$ cat config.mk
export PLATFORM = sky130hd
export DESIGN_NAME = dcache_axi_bridge
export DESIGN_NICKNAME = d
export VERILOG_FILES = /design/src/rtl/dcache_axi_pkg.sv /design/src/rtl/dcache_axi_bridge.sv
export SDC_FILE = /design/constraint.sdc
export NUM_CORES = 1
export LEC_CHECK = 0
export ABC_AREA = 1
export CORE_MARGIN = 4
export CORE_UTILIZATION = 30
export DETAILED_ROUTE_END_ITERATION = 8
export PLACE_DENSITY = 0.85
export SYNTH_ARGS = -nofsm -noshare
export SYNTH_HDL_FRONTEND = slang
export SYNTH_SLANG_ARGS = --single-unit
$ cat constraint.sdc
create_clock -name clk -period 1.9 [get_ports clk]
set_input_delay 0.38 -clock clk [delete_from_list [all_inputs] [get_ports clk]]
set_output_delay 0.38 -clock clk [all_outputs]
set_load 0.03 [all_outputs]
$ cat src/rtl/dcache_axi_pkg.sv
// Shared types and AXI constants for the data-cache to AXI bridge.
package dcache_axi_pkg;

   typedef enum logic [2:0] {
      ST_IDLE,
      ST_RD_ADDR,
      ST_RD_DATA,
      ST_WR_ADDR,
      ST_WR_DATA,
      ST_WR_RESP
   } state_e;

   localparam logic [1:0] BURST_INCR = 2'b01;
   localparam logic [1:0] RESP_OKAY  = 2'b00;
   localparam logic [2:0] SIZE_WORD  = 3'b010;

   // Byte-lane strobe for a single uncached beat of the given size and address.
   function automatic logic [3:0] axi_wstrb_gen(input logic [1:0] size, input logic [1:0] addr_lo);
      logic [3:0] strb;
      case (size)
         2'd0:    strb = 4'b0001 << addr_lo;
         2'd1:    strb = 4'b0011 << {addr_lo[1], 1'b0};
         default: strb = 4'b1111;
      endcase
      return strb;
   endfunction

   // AXI AxSIZE for an uncached beat; the cache encodes word as either 2 or 3.
   function automatic logic [2:0] axi_size_gen(input logic [1:0] size);
      logic [2:0] asize;
      if (size == 2'd3) begin
         asize = SIZE_WORD;
      end else begin
         asize = {1'b0, size};
      end
      return asize;
   endfunction

endpackage

$ cat src/rtl/dcache_axi_bridge.sv
// Converts the data-cache per-word request stream into single-outstanding AXI
// bursts: INCR line refill, INCR line writeback and single-beat uncached access.
module dcache_axi_bridge
   import dcache_axi_pkg::*;
#(
   parameter int         LINE_WORDS = 8,
   parameter logic [3:0] AXI_ID     = 4'd1
) (
   input  logic        clk,
   input  logic        resetn,
   input  logic        mem_req,
   input  logic        mem_we,
   input  logic        mem_uncached,
   input  logic [31:0] mem_addr,
   input  logic [1:0]  mem_size,
   input  logic [31:0] mem_wdata,
   output logic        mem_addr_ok,
   output logic        mem_data_ok,
   output logic [31:0] mem_rdata,
   output logic        mem_err,
   output logic [3:0]  arid,
   output logic [31:0] araddr,
   output logic [3:0]  arlen,
   output logic [2:0]  arsize,
   output logic [1:0]  arburst,
   output logic        arvalid,
   input  logic        arready,
   input  logic [3:0]  rid,
   input  logic [31:0] rdata,
   input  logic [1:0]  rresp,
   input  logic        rlast,
   input  logic        rvalid,
   output logic        rready,
   output logic [3:0]  awid,
   output logic [31:0] awaddr,
   output logic [3:0]  awlen,
   output logic [2:0]  awsize,
   output logic [1:0]  awburst,
   output logic        awvalid,
   input  logic        awready,
   output logic [31:0] wdata,
   output logic [3:0]  wstrb,
   output logic        wlast,
   output logic        wvalid,
   input  logic        wready,
   input  logic [1:0]  bresp,
   input  logic        bvalid,
   output logic        bready
);

   localparam logic [3:0] BURST_LEN = 4'(LINE_WORDS - 1);

   state_e      state_q, state_d;
   logic [31:0] addr_q, addr_d;
   logic [1:0]  size_q, size_d;
   logic        uncached_q, uncached_d;
   logic        err_q, err_d;
   logic [3:0]  cnt_q, cnt_d;
   logic        arvalid_q, arvalid_d;
   logic        awvalid_q, awvalid_d;
   logic        addr_ok_q, addr_ok_d;

   logic [3:0]  len_w;
   logic [2:0]  size_w;
   logic [3:0]  strb_w;
   logic [3:0]  cnt_inc;
   logic        rready_c;
   logic        bready_c;
   logic        wvalid_c;
   logic        data_ok_c;
   logic        err_c;
   logic        unused_rid;

   // Burst shape is derived from the latched request, so it stays stable for the whole transaction.
   assign len_w   = uncached_q ? 4'd0 : BURST_LEN;
   assign size_w  = uncached_q ? axi_size_gen(size_q) : SIZE_WORD;
   assign strb_w  = uncached_q ? axi_wstrb_gen(size_q, addr_q[1:0]) : 4'b1111;
   assign cnt_inc = (cnt_q == 4'hF) ? cnt_q : cnt_q + 4'd1;

   // Next-state and handshake logic; the cache side sees combinational data_ok/err pulses.
   always_comb begin
      state_d    = state_q;
      addr_d     = addr_q;
      size_d     = size_q;
      uncached_d = uncached_q;
      err_d      = err_q;
      cnt_d      = cnt_q;
      arvalid_d  = arvalid_q;
      awvalid_d  = awvalid_q;
      addr_ok_d  = 1'b0;
      rready_c   = 1'b0;
      bready_c   = 1'b0;
      wvalid_c   = 1'b0;
      data_ok_c  = 1'b0;
      err_c      = 1'b0;
      case (state_q)
         ST_IDLE: begin
            if (mem_req) begin
               addr_d     = mem_addr;
               size_d     = mem_size;
               uncached_d = mem_uncached;
               err_d      = 1'b0;
               if (mem_we) begin
                  awvalid_d = 1'b1;
                  state_d   = ST_WR_ADDR;
               end else begin
                  arvalid_d = 1'b1;
                  state_d   = ST_RD_ADDR;
               end
            end
         end
         ST_RD_ADDR: begin
            if (arvalid_q && arready) begin
               arvalid_d = 1'b0;
               addr_ok_d = 1'b1;
               cnt_d     = 4'd0;
               state_d   = ST_RD_DATA;
            end
         end
         ST_RD_DATA: begin
            rready_c = 1'b1;
            if (rvalid) begin
               data_ok_c = 1'b1;
               cnt_d     = cnt_inc;
               if (rresp != RESP_OKAY) begin
                  err_d = 1'b1;
               end
               if (rlast) begin
                  err_c   = err_q | (rresp != RESP_OKAY);
                  state_d = ST_IDLE;
               end
            end
         end
         ST_WR_ADDR: begin
            if (awvalid_q && awready) begin
               awvalid_d = 1'b0;
               addr_ok_d = 1'b1;
               cnt_d     = 4'd0;
               state_d   = ST_WR_DATA;
            end
         end
         ST_WR_DATA: begin
            wvalid_c = mem_req & mem_we;
            if (wvalid_c && wready) begin
               data_ok_c = 1'b1;
               cnt_d     = cnt_inc;
               if (cnt_q == len_w) begin
                  state_d = ST_WR_RESP;
               end
            end
         end
         ST_WR_RESP: begin
            bready_c = 1'b1;
            if (bvalid) begin
               err_c   = err_q | (bresp != RESP_OKAY);
               state_d = ST_IDLE;
            end
         end
         default: begin
            state_d = ST_IDLE;
         end
      endcase
   end

   // State and latched request registers; reset aborts any transaction in flight.
   always_ff @(posedge clk or negedge resetn) begin
      if (!resetn) begin
         state_q    <= ST_IDLE;
         addr_q     <= 32'd0;
         size_q     <= 2'd0;
         uncached_q <= 1'b0;
         err_q      <= 1'b0;
         cnt_q      <= 4'd0;
         arvalid_q  <= 1'b0;
         awvalid_q  <= 1'b0;
         addr_ok_q  <= 1'b0;
      end else begin
         state_q    <= state_d;
         addr_q     <= addr_d;
         size_q     <= size_d;
         uncached_q <= uncached_d;
         err_q      <= err_d;
         cnt_q      <= cnt_d;
         arvalid_q  <= arvalid_d;
         awvalid_q  <= awvalid_d;
         addr_ok_q  <= addr_ok_d;
      end
   end

   // Only one transaction is ever outstanding, so the returned read ID carries no information.
   assign unused_rid = ^rid;

   assign arid        = AXI_ID;
   assign araddr      = addr_q;
   assign arlen       = len_w;
   assign arsize      = size_w;
   assign arburst     = BURST_INCR;
   assign arvalid     = arvalid_q;
   assign rready      = rready_c;

   assign awid        = AXI_ID;
   assign awaddr      = addr_q;
   assign awlen       = len_w;
   assign awsize      = size_w;
   assign awburst     = BURST_INCR;
   assign awvalid     = awvalid_q;

   assign wdata       = mem_wdata;
   assign wstrb       = strb_w;
   assign wlast       = (state_q == ST_WR_DATA) && (cnt_q == len_w);
   assign wvalid      = wvalid_c;
   assign bready      = bready_c;

   assign mem_addr_ok = addr_ok_q;
   assign mem_data_ok = data_ok_c;
   assign mem_rdata   = rdata;
   assign mem_err     = err_c;

endmodule

## Word level (Yosys, flattened, before mapping)

Cells that the tools add are included.

- Flip-flop bits (word level): 46
- Word-level logic and storage cells: 99
- Output and inout port bits: 167

- Equal/unequal tests: 20
- Reductions and logical operators: 18
- Add/subtract/negate cells: 1
- Shifts and indexed selects: 2
- Bitwise gates (word level): 3
- Multiplexer cells: 46

Operators with widths:

| kind | number |
|---|---|
| $mux 3 | 10 |
| $mux 4 | 6 |
| $ne 2x2->1 const B | 11 |
| $mux 1 | 19 |
| $pmux 3 s6 | 1 |
| $pmux 4 s4 | 1 |
| $pmux 1 s2 | 6 |
| $reduce_and 4->1 | 3 |
| $reduce_bool 2->1 | 5 |
| $pmux 4 s2 | 1 |
| $reduce_and 8->1 | 1 |
| $eq 3x2->1 const B | 2 |
| $eq 3x3->1 const B | 2 |
| $reduce_and 5->1 | 1 |
| $add 4x1->4 const B | 1 |
| $eq 4x3->1 | 1 |
| $eq 4x4->1 const B | 1 |
| $logic_and 1x1->1 | 4 |
| $mux 2 | 2 |
| $reduce_bool 4->1 | 1 |
| $shl 1x2->4 const A | 1 |
| $shl 2x2->4 const A | 1 |
| $eq 3x1->1 const B | 1 |
| $logic_not 3->1 | 1 |
| other kinds (6) | 7 |

## Logic depth before layout (Yosys ltp)

- Depth in word-level cells: 5
- Mapped depth: 10
- Mapped depth without buffers: 9

## Worst setup path before layout

OpenSTA, ideal clock, no wires.

- Path type: register to output
- Start: reg uncached_q
- End: out awsize[0]
- Stages on the path, launching flop included: 6
- Arrival time: 1.676 ns
- Path slack: -0.156 ns
- Path through: dfrtp_1 -> inv_1 -> nor2_1 -> inv_1 -> nor2_1 -> buf_4

- Word-level cells in the longest chain between the ends: 1

RTL lines:

| item | RTL line | RTL |
|---|---|---|
| from (decl) | dcache_axi_bridge.sv:56 | `logic uncached_q, uncached_d;` |
| from (signal assigned) | dcache_axi_bridge.sv:181 | `uncached_q <= uncached_d;` |
| $mux 3 | dcache_axi_bridge.sv:76 | `assign size_w = uncached_q ? axi_size_gen(size_q) : SIZE_WORD;` |
| to (decl) | dcache_axi_bridge.sv:37 | `output logic [2:0] awsize,` |

Every way passes these cells.

## Worst setup path after layout

- Start: reg state_q[1]
- End: out mem_err

- Word-level cells in the longest chain between the ends: 2

RTL lines:

| item | RTL line | RTL |
|---|---|---|
| from (decl) | dcache_axi_bridge.sv:53 | `state_e state_q, state_d;` |
| from (signal assigned) | dcache_axi_bridge.sv:178 | `state_q <= state_d;` |
| $eq 3x3->1 or $eq 3x2->1 (tied branches) | dcache_axi_bridge.sv:96 | `case (state_q)` |
| $pmux 1 s2 * | dcache_axi_bridge.sv:96 |  |
| to (decl) | dcache_axi_bridge.sv:20 | `output logic mem_err,` |

Mark *: on every way between the ends. The rest lies on a longest branch, timed or not.

==> flow_metrics.tcl <==
set metrics [dict create \
    status "complete, no violations" \
    cts_buffer_depth 2 \
    drc 0 \
    fp.dieW_um 110 \
    initial_core_util_pct 31.3 \
    fin_nets 562 \
    grt_pass1_vias 2507 \
    fmax_mhz 538 \
    cts_made_buffers 5 \
    slew_violations 0 \
    required_ns 1.52 \
    grt_max_degree 41 \
    cts_sinks 46 \
    htreeDepth 2 \
    rsz0062_at_grt "true" \
    maxSlewHeadroom_pct 63.3 \
    cts.reportedPaths.clkPinSlew_ns 0.10 \
    dr.pass1.iters 4 \
    num_io_pins 284 \
    min_path_type "in -> async" \
    antennaDiodeCount 0 \
    finalHoldViolations 0 \
    yosysSeqAreaShare_pct 36.9 \
    setup_tns_ns 0 \
    cp-end-kind "output port" \
    critPathMaxStageDelay_ns 0.47 \
    fin_cells 578 \
    antenna_found_initial 0 \
    synth.cell_area_sq_um 3120 \
    clock_skew_ns 0.00980 \
    rows 36 \
    leakage_nw 1.90 \
    num_vias 2591 \
    ant_nets 0 \
    p_per_area_nw_per_um2 1940 \
    cpMaxStageDelayCell "dfrtp_2" \
    portBuffers 135 \
    setup_viol 0 \
    fp.dieArea_sq_um 12100 \
    ir_drop_uv 894 \
    path_max_fanout 4 \
    ctsHoldBuffers 0 \
    grt_first_pass_wirelength_um 12600 \
    crit_chain "inv_4 -> nand2_4 -> nor2_4 -> nand2_2 -> o22ai_2 -> buf_6" \
    avgSynthCellArea_sq_um 7.73 \
    avgRoutedWirePerCell_um 14.6 \
    min_period_ns 1.86 \
    worst_ep_arrival_time_ns 1.48 \
    drt_iter0_markers 181 \
    design_area_sq_um 4020 \
    grt_usage_pct 13.2 \
    root_buffer "clkbuf_8" \
    dieHeight_um 110 \
    ys_seq_elements 46 \
    max_cap_violations 0 \
    dp.cells 564 \
    cts_tree "built" \
    yosys_warnings 0 \
    placed_area_sq_um 3780 \
    core_sq_um 9950 \
    period_share_pct 97.8 \
    syn2layout_area_growth_pct 29.1 \
    routed_wl_um 8410 \
    critical_path_class "reg -> out" \
    start_kind "register" \
    clock_latency_ns 0.30 \
    viasPerCell 4.48 \
    dp_hpwl_um 6370 \
    gp_congestion 0.917 \
    gr-total-overflow 0 \
    reg2reg_depth 10 \
    worst_pin_slew_ns 0.550 \
    layout-drive-gt1-share_pct 15.3 \
    synth_cell_types 21 \
    synthCells 403 \
]
-- registers in the layout, summed over array words and instances (netlist names) --
register,cells
araddr,32
cnt_q,4
state_q,3
size_q,2
arvalid,1
awvalid,1
err_q,1
mem_addr_ok,1
uncached_q,1
-- stage by stage --
stage          worst slack (ns)  utilization [%]  hold WS [ns]  power [W]
2_1_floorplan            0.0190                -        0.0844    0.00556
3_3_place_gp              0.132             38.0         0.358    0.00680
3_5_place_dp             0.0702             38.0         0.354    0.00693
4_1_cts                 0.00684             39.4        0.0139    0.00768
5_1_grt                 -0.0415             40.4        0.0398    0.00832
6_report                 0.0420             40.4        0.0175    0.00782
-- worst max-delay path: cells and delay by family (launching register included) --
| family | cells | cell delay (ns) |
|---|---|---|
| AOI/OAI and AO/OA | 1 | 0.18 |
| buffers and inverters | 2 | 0.26 |
| DFF | 1 | 0.47 |
| and+or+nand+nor | 3 | 0.27 |
-- logic make-up after synthesis --
| kind of cell | synth area share, % |
|---|---|
| flops | 36.9 |
| fa+ha+maj | 0.401 |
| buf+inv | 33.8 |
| other cells | 0.241 |
| compound gates | 2.89 |
| xor+xnor | 0.281 |
| simple gates | 25.4 |
-- placed cells by master, fill, tap and decap left out --
cell type / count
ha_1: 1
conb_1: 16
nand3b_1: 1
bufinv_16: 1
nand2_2: 8
dlygate4sd2_1: 10
clkinv_2: 1
nor2_1: 11
o21ai_0: 11
o22ai_4: 1
nor3_1: 3
a21oi_4: 1
dfrtp_1: 42
dfrtp_2: 4
buf_12: 3
inv_1: 17
nand3_1: 16
nor2_4: 6
clkbuf_8: 5
clkdlybuf4s15_1: 1
nor2_2: 8
nand2_4: 1
a21oi_1: 1
buf_2: 1
o22ai_2: 1
nand3_2: 3
inv_6: 1
o22ai_1: 2
nand4_1: 3
inv_4: 3
xor2_1: 1
nand2_1: 126
buf_6: 2
inv_2: 3
buf_4: 15
clkdlybuf4s50_1: 114
dlygate4sd1_1: 1
-- worst paths after layout --
kind,slack (ns),endpoint,start
max,0.04,mem_err,state_q[1]$_DFFE_PN0P_
min,0.02,araddr[20]$_DFFE_PN0P_,resetn
max reg2reg,0.20,state_q[2]$_DFFE_PN0P_,state_q[2]$_DFFE_PN0P_
min reg2reg,0.50,araddr[15]$_DFFE_PN0P_,araddr[15]$_DFFE_PN0P_
max in group asynchronous,1.35,araddr[8]$_DFFE_PN0P_,resetn
min in group clk,0.50,araddr[15]$_DFFE_PN0P_,araddr[15]$_DFFE_PN0P_
-- layout make-up --
type | count | area [sq um]
fill | 968 | 5930
multi-input combinational | 221 | 1050
clock inverter | 3 | 43.8
tap | 133 | 166
clock buffer | 5 | 68.8
sequential | 46 | 1160
timing repair buffer | 147 | 1450
inverter | 23 | 93.8
-- synthesized netlist by cell type, drive strengths merged --
library cell / number / area share, %
a21oi: 2 / 0.32
buf: 127 / 31
conb: 2 / 0.24
dfrtp: 46 / 37
ha: 1 / 0.40
inv: 23 / 2.8
nand2: 135 / 17
nand3: 19 / 3.2
nand3b: 1 / 0.24
nand4: 3 / 0.60
nor2: 25 / 4.1
nor3: 3 / 0.48
o21ai: 11 / 1.8
o22ai: 4 / 0.80
xor2: 1 / 0.28
-- report_power, final --
part | internal [W] | leakage [nW] | switching [W]
clock network | 0.000395 | 0.0585 | 0.000349
logic | 0.00199 | 1.27 | 0.00327
registers | 0.00142 | 0.572 | 0.000400
total | 0.00381 | 1.90 | 0.00402
-- timing repair --
| action | CTS | global route |
|---|---|---|
| endpoints found under the setup margin | 16 | 10 |
| setup buffers | 1 | 5 |
| gates resized for setup | 20 | 24 |
| pin swaps | 0 | 4 |
| gates cloned | 0 | 0 |
-- per-layer routing --
metal / share of wire (%) / up-vias / track usage [%] / routed length [um]
li1: - / 1186 / - / -
met1: 36 / 1185 / 14.1 / 3070
met2: 48 / 190 / 23.4 / 4030
met3: 13 / 30 / 6.11 / 1120
met4: 2.3 / 0 / 3.65 / 194
met5: 0 / - / 0 / 0
Power figures use the tool's default switching activity.
